$ cat src/rtl/drop_controller.sv
// Connect-4 drop sequencer and board store: accepts a move, animates the fall, commits the piece.
// Define DROP_ANIM_EN for the row-by-row fall animation; without it a piece lands right after accept.
module drop_controller #(
  parameter int ROWS        = 6,
  parameter int COLS        = 7,
  parameter int TICK_CYCLES = 12_500_000
) (
  input  logic                     clock,
  input  logic                     reset,
  input  logic                     make_move,
  input  logic                     player,
  input  logic [2:0]               sel_col,
  output logic                     valid_col,
  output logic                     busy,
  output logic                     landed,
  output logic                     anim_active,
  output logic [2:0]               anim_row,
  output logic [2:0]               anim_col,
  output logic                     anim_player,
  output logic [2*ROWS*COLS-1:0]   board,
  output logic [2:0]               last_row,
  output logic [2:0]               last_col,
  output logic                     board_full
);

  localparam int CELLS = ROWS * COLS;

  if (TICK_CYCLES < 1) begin : g_tick_check
    $error("drop_controller: TICK_CYCLES must be at least 1");
  end

`ifdef DROP_ANIM_EN
  localparam int CW = (TICK_CYCLES > 1) ? $clog2(TICK_CYCLES) : 1;
  localparam logic [CW-1:0] TICK_LAST = CW'(TICK_CYCLES - 1);
`endif

  typedef enum logic [1:0] {
    ST_IDLE  = 2'd0,
`ifdef DROP_ANIM_EN
    ST_FALL  = 2'd3,
`endif
    ST_PLACE = 2'd1,
    ST_LAND  = 2'd2
  } state_t;

  state_t             state_r;
  logic [2:0]         col_r;
  logic [2:0]         target_r;
  logic               player_r;
  logic [2:0]         anim_row_r;
  logic [2:0]         last_row_r;
  logic [2:0]         last_col_r;
  logic               busy_r;
  logic               landed_r;
  logic               anim_active_r;
  logic [2*CELLS-1:0] board_r;
`ifdef DROP_ANIM_EN
  logic [CW-1:0]      cnt_r;
`endif

  logic [2:0]         target_row_s;
  logic               col_top_empty_s;
  logic               valid_col_s;
  logic               board_full_s;

  // Landing row (lowest empty cell) and top-cell occupancy of the selected column.
  always_comb begin
    target_row_s    = 3'd0;
    col_top_empty_s = 1'b0;
    for (int c = 0; c < COLS; c++) begin
      if (sel_col == 3'(c)) begin
        col_top_empty_s = (board_r[2*c +: 2] == 2'b00);
        for (int r = 0; r < ROWS; r++) begin
          if (board_r[2*(r*COLS+c) +: 2] == 2'b00) begin
            target_row_s = 3'(r);
          end else begin
            target_row_s = target_row_s;
          end
        end
      end else begin
        col_top_empty_s = col_top_empty_s;
      end
    end
  end

  // The board is full once every top-row cell holds a piece.
  always_comb begin
    board_full_s = 1'b1;
    for (int c = 0; c < COLS; c++) begin
      board_full_s = board_full_s & (board_r[2*c +: 2] != 2'b00);
    end
  end

  assign valid_col_s = (state_r == ST_IDLE) && ({1'b0, sel_col} < 4'(COLS)) && col_top_empty_s;

  // Drop sequencer: accept, fall, commit the piece, then pulse landed.
  always_ff @(posedge clock) begin
    if (reset) begin
      state_r       <= ST_IDLE;
      col_r         <= 3'd0;
      target_r      <= 3'd0;
      player_r      <= 1'b0;
      anim_row_r    <= 3'd0;
      last_row_r    <= 3'd0;
      last_col_r    <= 3'd0;
      busy_r        <= 1'b0;
      landed_r      <= 1'b0;
      anim_active_r <= 1'b0;
      board_r       <= '0;
`ifdef DROP_ANIM_EN
      cnt_r         <= '0;
`endif
    end else begin
      landed_r <= 1'b0;
      case (state_r)
        ST_IDLE: begin
          if (make_move && valid_col_s) begin
            col_r         <= sel_col;
            target_r      <= target_row_s;
            player_r      <= player;
            busy_r        <= 1'b1;
            anim_active_r <= 1'b1;
`ifdef DROP_ANIM_EN
            anim_row_r    <= 3'd0;
            cnt_r         <= '0;
            state_r       <= ST_FALL;
`else
            anim_row_r    <= target_row_s;
            state_r       <= ST_PLACE;
`endif
          end
        end
`ifdef DROP_ANIM_EN
        ST_FALL: begin
          if (cnt_r == TICK_LAST) begin
            if (anim_row_r == target_r) begin
              state_r <= ST_PLACE;
            end else begin
              anim_row_r <= anim_row_r + 3'd1;
              cnt_r      <= '0;
            end
          end else begin
            cnt_r <= cnt_r + CW'(1);
          end
        end
`endif
        ST_PLACE: begin
          for (int r = 0; r < ROWS; r++) begin
            for (int c = 0; c < COLS; c++) begin
              if (target_r == 3'(r) && col_r == 3'(c)) begin
                board_r[2*(r*COLS+c) +: 2] <= player_r ? 2'b10 : 2'b01;
              end
            end
          end
          last_row_r    <= target_r;
          last_col_r    <= col_r;
          landed_r      <= 1'b1;
          anim_active_r <= 1'b0;
          state_r       <= ST_LAND;
        end
        ST_LAND: begin
          busy_r  <= 1'b0;
          state_r <= ST_IDLE;
        end
        default: begin
          busy_r        <= 1'b0;
          anim_active_r <= 1'b0;
          state_r       <= ST_IDLE;
        end
      endcase
    end
  end

  assign valid_col   = valid_col_s;
  assign busy        = busy_r;
  assign landed      = landed_r;
  assign anim_active = anim_active_r;
  assign anim_row    = anim_row_r;
  assign anim_col    = col_r;
  assign anim_player = player_r;
  assign board       = board_r;
  assign last_row    = last_row_r;
  assign last_col    = last_col_r;
  assign board_full  = board_full_s;

endmodule

$ cat config.mk
export PLATFORM = sky130hd
export DESIGN_NAME = drop_controller
export DESIGN_NICKNAME = d
export VERILOG_FILES = /design/src/rtl/drop_controller.sv
export SDC_FILE = /design/constraint.sdc
export NUM_CORES = 1
export LEC_CHECK = 0
export ABC_AREA = 1
export CAP_MARGIN = 20
export CORE_MARGIN = 2
export CORE_UTILIZATION = 45
export DETAILED_ROUTE_END_ITERATION = 10
export PLACE_DENSITY = 0.79
export SYNTH_ARGS = -nofsm -noshare
export SYNTH_HDL_FRONTEND = slang
export SYNTH_SLANG_ARGS = --single-unit
$ cat constraint.sdc
create_clock -name clock -period 6 [get_ports clock]
set_input_delay 1.2 -clock clock [delete_from_list [all_inputs] [get_ports clock]]
set_output_delay 1.2 -clock clock [all_outputs]
set_load 0.02 [all_outputs]
## Word-level counts from Yosys, hierarchy flattened

Cells that the tools add are included.

| word-level totals | value |
|---|---|
| bits in writable memories | 0 |
| output and inout port bits | 102 |
| bits in latches | 0 |
| memory bits (read-only) | 0 |
| bits in registers | 102 |
| memories kept | 0 |

| cells by class | value |
|---|---|
| equality and inequality tests | 20 |
| divide/modulo/power cells | 0 |
| bitwise operators | 8 |
| reduce and logical (&&, ||, !) cells | 143 |
| multiplexer cells | 62 |
| shift operators | 0 |
| order comparisons | 1 |
| multiply operators | 0 |
| add/subtract/negate cells | 0 |

Operators by type and width:

| cell | number |
|---|---|
| 3-bit 2-to-1 mux | 47 |
| 2-bit AND reduction | 45 |
| 2-bit zero test | 43 |
| 1-bit logical AND | 45 |
| 3-bit equality test, second input constant | 8 |
| 3-bit by 2-bit equality test with 1-bit output, second input constant | 6 |
| 2-bit nonzero test | 7 |
| 1-bit 2-to-1 mux | 10 |
| 3-bit by 1-bit equality test with 1-bit output, second input constant | 3 |
| 3-bit zero test | 3 |
| 1-bit AND | 6 |
| 2-bit 2-to-1 mux | 2 |
| 1-bit one-hot mux with 2 select lines | 2 |
| 2-bit one-hot mux with 2 select lines | 1 |
| 3-bit < comparator, second input constant | 1 |
| 2-bit by 1-bit equality test with 1-bit output, second input constant | 1 |
| 2-bit equality test, second input constant | 1 |
| 2-bit by 1-bit inequality test with 1-bit output, second input constant | 1 |
| 1-bit inverter | 2 |

## Logic depth before layout (Yosys ltp)

| depth | value |
|---|---|
| depth after elaboration | 49 |
| depth in mapped cells | 44 |
| gate-level depth less buffers | 44 |

## Worst setup path after synthesis

OpenSTA, ideal clock, no wires.

| timing path | value |
|---|---|
| path type | input port to flip-flop |
| start | input port sel_col[1] |
| end | register anim_row_r[0], in the netlist anim_row[0] |
| arrival time | 3.482 ns |
| data required time | 5.933 ns |
| setup slack | 2.451 ns |
| stages on the path | 40 |
| cells stage by stage | buf_4 -> nor3_4 -> nand3_2 -> nand2_1 -> nand2_1 -> nand2_1 -> nand2_1 -> nand2_1 -> nand3_1 -> nand2_1 -> nand2_1 -> nand2_1 -> nand2_1 -> nand2_1 -> nand3_1 -> nand2_1 -> nand2_1 -> nand2_1 -> [4 not listed] -> nand2_1 -> nand2_1 -> nand2_1 -> nand2_1 -> nand3_1 -> nand2_1 -> nand2_1 -> nand2_1 -> nand2_1 -> nand2_1 -> nand3_1 -> nand2_1 -> nand2_1 -> nand2_1 -> nand2_1 -> nand2_1 -> nand2_1 -> a21oi_2 |

| on the way | value |
|---|---|
| cells in the longest elaborated chain, start to end | 44 |

RTL lines:

| what | RTL line | RTL |
|---|---|---|
| start: declaration | 12 | `input logic [2:0] sel_col,` |
| 3-bit zero test | 71 | `if (sel_col == 3'(c)) begin` |
| 3-bit 2-to-1 mux | 71 |  |
| 3-bit 2-to-1 mux (6 in a row) | 74 | `if (board_r[2*(r*COLS+c) +: 2] == 2'b00) begin` |
| 3-bit 2-to-1 mux | 71 |  |
| 3-bit 2-to-1 mux (6 in a row) | 74 |  |
| 3-bit 2-to-1 mux | 71 |  |
| 3-bit 2-to-1 mux (6 in a row) | 74 |  |
| 3-bit 2-to-1 mux | 71 |  |
| 3-bit 2-to-1 mux (6 in a row) | 74 |  |
| 3-bit 2-to-1 mux | 71 |  |
| 3-bit 2-to-1 mux (6 in a row) | 74 |  |
| 3-bit 2-to-1 mux | 71 |  |
| 3-bit 2-to-1 mux (6 in a row) | 74 |  |
| 3-bit 2-to-1 mux | 71 |  |
| end signal: assignment | 128 | `anim_row_r <= target_row_s;` |
| end: declaration | 50 | `logic [2:0] anim_row_r;` |

Several ways; a longest one is shown, not always the timed one.
A chain may end at the register's enable or synchronous reset.

## Worst setup path in the final report

| timing path | value |
|---|---|
| start | input port sel_col[1] |
| end | output port valid_col |

| on the way | value |
|---|---|
| cells in the longest elaborated chain, start to end | 9 |

RTL lines:

| what | RTL line | RTL |
|---|---|---|
| 3-bit zero test | 71 |  |
| 1-bit 2-to-1 mux (7 in a row) | 71 |  |
| 1-bit logical AND * | 94 | `assign valid_col_s = (state_r == ST_IDLE) && ({1'b0, sel_col} < 4'(COLS)) && col_top_empty_s;` |
| end: declaration | 13 | `output logic valid_col,` |

Every way passes the cells marked *; elsewhere a longest branch is shown, timed or not.

==> results.rst <==
.. list-table::
   :header-rows: 1

   * - Metric
     - Value
   * - Area enclosed by the die boundary
     - 0.0112 mm²
   * - Share of synthesized area occupied by flip-flops and latches
     - 43.8%
   * - Residual DRC
     - 0
   * - Proportion of netlist area held by the largest area contributor
     - 43.8%
   * - DIE HEIGHT
     - 106 µm
   * - Worst slew pin tran
     - 695 ps
   * - Launching element type of the critical path
     - input pin
   * - Clock sinks
     - 102
   * - Clock latency reported for the late side of the worst-skew pair
     - 370 ps
   * - Routed WL per cell
     - 14.0 µm
   * - FF-to-FF path depth
     - 41
   * - Per-instance average area after synthesis
     - 6.52 µm²
   * - Required @ worst endpoint
     - 4800 ps
   * - Cell leakage power
     - 0.00229 µW
   * - Largest area contributor in the synthesized netlist
     - sky130_fd_sc_hd__dfxtp_1
   * - End of the critical path
     - valid_col
   * - FF-to-FF Start
     - board[71]$_SDFFE_PP0P_
   * - Maximum VDD drop
     - 0.000132 V
   * - Overall power of the completed layout
     - 1290 µW
   * - Synthesized netlist cell count
     - 716
   * - Met3 WL
     - 899 µm
   * - Most instantiated cells after synthesis
     - sky130_fd_sc_hd__nor2_1 (166), sky130_fd_sc_hd__inv_1 (135), sky130_fd_sc_hd__nand2_1 (110)
   * - Num CTS Buffers
     - 9
   * - Ys async rst share
     - 0%
   * - Cell count after placement
     - 945
   * - Adder-Cell Fraction of Synth Area
     - 0%
   * - Number of buffers inserted by post-CTS setup repair
     - 0
   * - Pin count of the biggest net entering global routing
     - 61
   * - Post-placement setup slack
     - 1250 ps
   * - Library cells used by synthesis
     - 30
   * - Total global routing track utilization
     - 24.5%
   * - Share of synthesized area spent on multiplexers
     - 0%
   * - # hold bufs at CTS
     - 0
   * - Final critical path time including I/O delays and setup
     - 4790 ps
   * - Fraction of the mapped netlist area in compound gates
     - 14.9%
   * - Starting utilization of the core area
     - 45.8%
   * - Synth Area in XOR/XNOR
     - 0%
   * - Via count
     - 4780
   * - Max-slew violations
     - 0
   * - Clock root buffer
     - sky130_fd_sc_hd__clkbuf_8
   * - Number of search-and-repair iterations in the first detailed-routing pass
     - 5
   * - Die Width
     - 106 µm
   * - CTS-repair resized insts
     - 0
   * - Count of synthesis-stage warnings from yosys
     - 0
   * - Remaining number of nets flagged by the antenna check after routing
     - 0
   * - Critical path startpoint
     - sel_col[1]
   * - Fraction of final layout cells with drive strength greater than 1
     - 5.58%
   * - TritonCTS clock tree
     - done
   * - Final Hold Fails
     - 0
   * - Global-route wire length before repair
     - 21.7 mm
   * - Maximum clock frequency
     - 209 MHz
   * - Status
     - finished, final reports clean
   * - HPWL after detailed placement
     - 9.94 mm
   * - Maximum clock path buffer count
     - 2
   * - RSZ-0062 raised after global routing
     - no
   * - Area of the core
     - 0.0102 mm²
   * - Share of the clock period used by the worst path
     - 79.9%
   * - Arrival time at the worst endpoint
     - 3590 ps
   * - Weighted congestion reported at the end of routability-driven placement
     - 0.905
   * - Largest fanout on the critical path
     - 8
   * - Total power divided by cell area
     - 212 mW/mm²
   * - Type of the worst min-delay path
     - flip-flop to flip-flop
   * - Nets in the synthesized netlist
     - 723
   * - Top-Level Pins
     - 109
   * - Post-synthesis simple-gate area fraction
     - 28.6%
   * - Via/cell ratio
     - 4.97
   * - Placement row count
     - 37
   * - H-tree level count
     - 3
   * - Met2 wirelength from detailed routing
     - 6.36 mm
   * - Sum of overflow across all layers after global routing
     - 0
   * - Routed WL
     - 13.4 mm
   * - Area contributors post-synth
     - sky130_fd_sc_hd__dfxtp_1 (44%), sky130_fd_sc_hd__nor2_1 (13%), sky130_fd_sc_hd__inv_1 (11%)
   * - Layout Skew
     - 12.3 ps
   * - Cell Count, Final, Fillers Out
     - 961
   * - Final critical-path setup slack
     - 1210 ps
   * - Most used flip-flop cell after synthesis
     - sky130_fd_sc_hd__dfxtp_1
   * - Total negative slack for setup checks
     - 0 ps
   * - Final net count
     - 827
   * - Clock slew at the register clock pins of the worst setup and hold paths
     - 100 ps
   * - Most instantiated library cell after synthesis
     - sky130_fd_sc_hd__nor2_1
   * - Diodes inserted
     - 0
   * - Max Used Layer
     - met4
   * - Endpoint of the worst-slack reg-to-reg timing path
     - anim_row[0]$_SDFFE_PP0P_
   * - Metal-1 WL
     - 5.88 mm
   * - Normalized max-slew margin
     - 53.6%
   * - Synthesis-to-finish area growth
     - 30.1%
   * - Setup-violating endpoint count in the final report
     - 0
   * - Class of the most critical setup path
     - input pin to primary output
   * - Port-buffer cells
     - 108
   * - Vias in the first global route
     - 4469
   * - Antenna violations before repair
     - 0
   * - Largest family of logic cells by synthesized area
     - simple AND/OR/NAND/NOR gates
   * - Endpoint type of the worst setup path
     - primary output
   * - Count of state elements after synthesis
     - 102
   * - Number of synthesized flops with an enable pin
     - 0
   * - Register-to-register setup slack
     - 3010 ps
   * - Number of violations of the max-capacitance limit
     - 0
   * - Drt initial violations
     - 327
   * - Summed instance area of the synthesized netlist
     - 0.00467 mm²
[cell usage in the layout, fill, tap and decap left out]
cell type and n:
sky130_fd_sc_hd__inv_2 3, sky130_fd_sc_hd__nand3_2 1, sky130_fd_sc_hd__nor3_4 1, sky130_fd_sc_hd__nand2_2 1, sky130_fd_sc_hd__clkdlybuf4s50_1 107, sky130_fd_sc_hd__o21ai_0 54, sky130_fd_sc_hd__o211ai_1 3, sky130_fd_sc_hd__o311ai_0 2
sky130_fd_sc_hd__clkbuf_8 10, sky130_fd_sc_hd__clkinvlp_4 1, sky130_fd_sc_hd__nand2_1 110, sky130_fd_sc_hd__buf_2 1, sky130_fd_sc_hd__a21oi_1 62, sky130_fd_sc_hd__inv_1 135, sky130_fd_sc_hd__nand4_1 1, sky130_fd_sc_hd__nor3_1 16
sky130_fd_sc_hd__o22ai_1 1, sky130_fd_sc_hd__buf_4 3, sky130_fd_sc_hd__nor2_1 166, sky130_fd_sc_hd__clkinv_4 2, sky130_fd_sc_hd__a31oi_1 2, sky130_fd_sc_hd__clkinv_1 1, sky130_fd_sc_hd__dfxtp_1 102, sky130_fd_sc_hd__clkinv_2 1
sky130_fd_sc_hd__a221oi_1 1, sky130_fd_sc_hd__bufinv_16 1, sky130_fd_sc_hd__or2_2 17, sky130_fd_sc_hd__inv_6 1, sky130_fd_sc_hd__a211oi_1 3, sky130_fd_sc_hd__a21oi_2 2, sky130_fd_sc_hd__o21a_1 1, sky130_fd_sc_hd__or2_1 1
sky130_fd_sc_hd__nor3_2 1, sky130_fd_sc_hd__nand3_1 10, sky130_fd_sc_hd__nor4_1 1
[worst min-delay path by stage]
stage	start	cells past startpoint	slack [ps]	endpoint
finish	last_col[1]$_SDFFE_PP0P_	2	470	last_col[1]$_SDFFE_PP0P_
global route	last_col[1]$_SDFFE_PP0P_	2	500	last_col[1]$_SDFFE_PP0P_
CTS	last_col[1]$_SDFFE_PP0P_	2	470	last_col[1]$_SDFFE_PP0P_
detailed placement	last_col[1]$_SDFFE_PP0P_	2	460	last_col[1]$_SDFFE_PP0P_
global placement	last_col[1]$_SDFFE_PP0P_	2	450	last_col[1]$_SDFFE_PP0P_
floorplan	state_r[0]$_SDFFE_PP0P_	3	480	anim_active$_SDFFE_PP0P_
[where the power goes]
group          switching (µW)  internal, µW
logic                    91.3          41.9
clock network             245           207
registers                14.6           687
total                     351           936
[metal layers]
layer | track usage, % | up-vias
met1 | 32.9 | 2173
li1 | - | 2404
met4 | 7.99 | 0
met5 | 0 | -
met3 | 4.02 | 26
met2 | 40.1 | 177
[registers in the layout, summed over array words and instances (netlist names)]
name / flops
anim_col: 3
last_col: 3
state_r: 2
anim_active: 1
anim_row: 3
anim_player: 1
busy: 1
board: 84
last_row: 3
landed: 1
[through the flow]
stage	hold WS, ps	instance area (µm²)	utilization (%)
final	467	6070	59.6
after global routing	504	6070	59.6
after CTS	471	6070	59.6
after detailed placement	455	5860	57.6
after global placement	448	5860	57.6
after floorplan	482	4670	-
[logic make-up after synthesis]
| family | after synthesis |
|---|---|
| buf+inv | 157 |
| compound gates | 131 |
| simple gates | 326 |
| flops | 102 |
[worst max-delay path, cell delays in order]
cell	delay, ps
sky130_fd_sc_hd__clkdlybuf4s50_1	670
sky130_fd_sc_hd__inv_1	110
sky130_fd_sc_hd__nor3_1	260
sky130_fd_sc_hd__inv_1	140
sky130_fd_sc_hd__o21ai_0	160
sky130_fd_sc_hd__o22ai_1	100
sky130_fd_sc_hd__o211ai_1	120
sky130_fd_sc_hd__nand4_1	110
sky130_fd_sc_hd__inv_1	110
sky130_fd_sc_hd__clkdlybuf4s50_1	610
[cell type report]
type,instances,area [µm²]
inverters,139,522
multi-input cells,457,2030
repair buffers,111,1100
well taps,136,170
fillers,971,4120
flip-flops and latches,102,2040
clock buffers,10,138
clock inverters,6,68.8
Note: power is estimated with default switching activity, not from simulation.
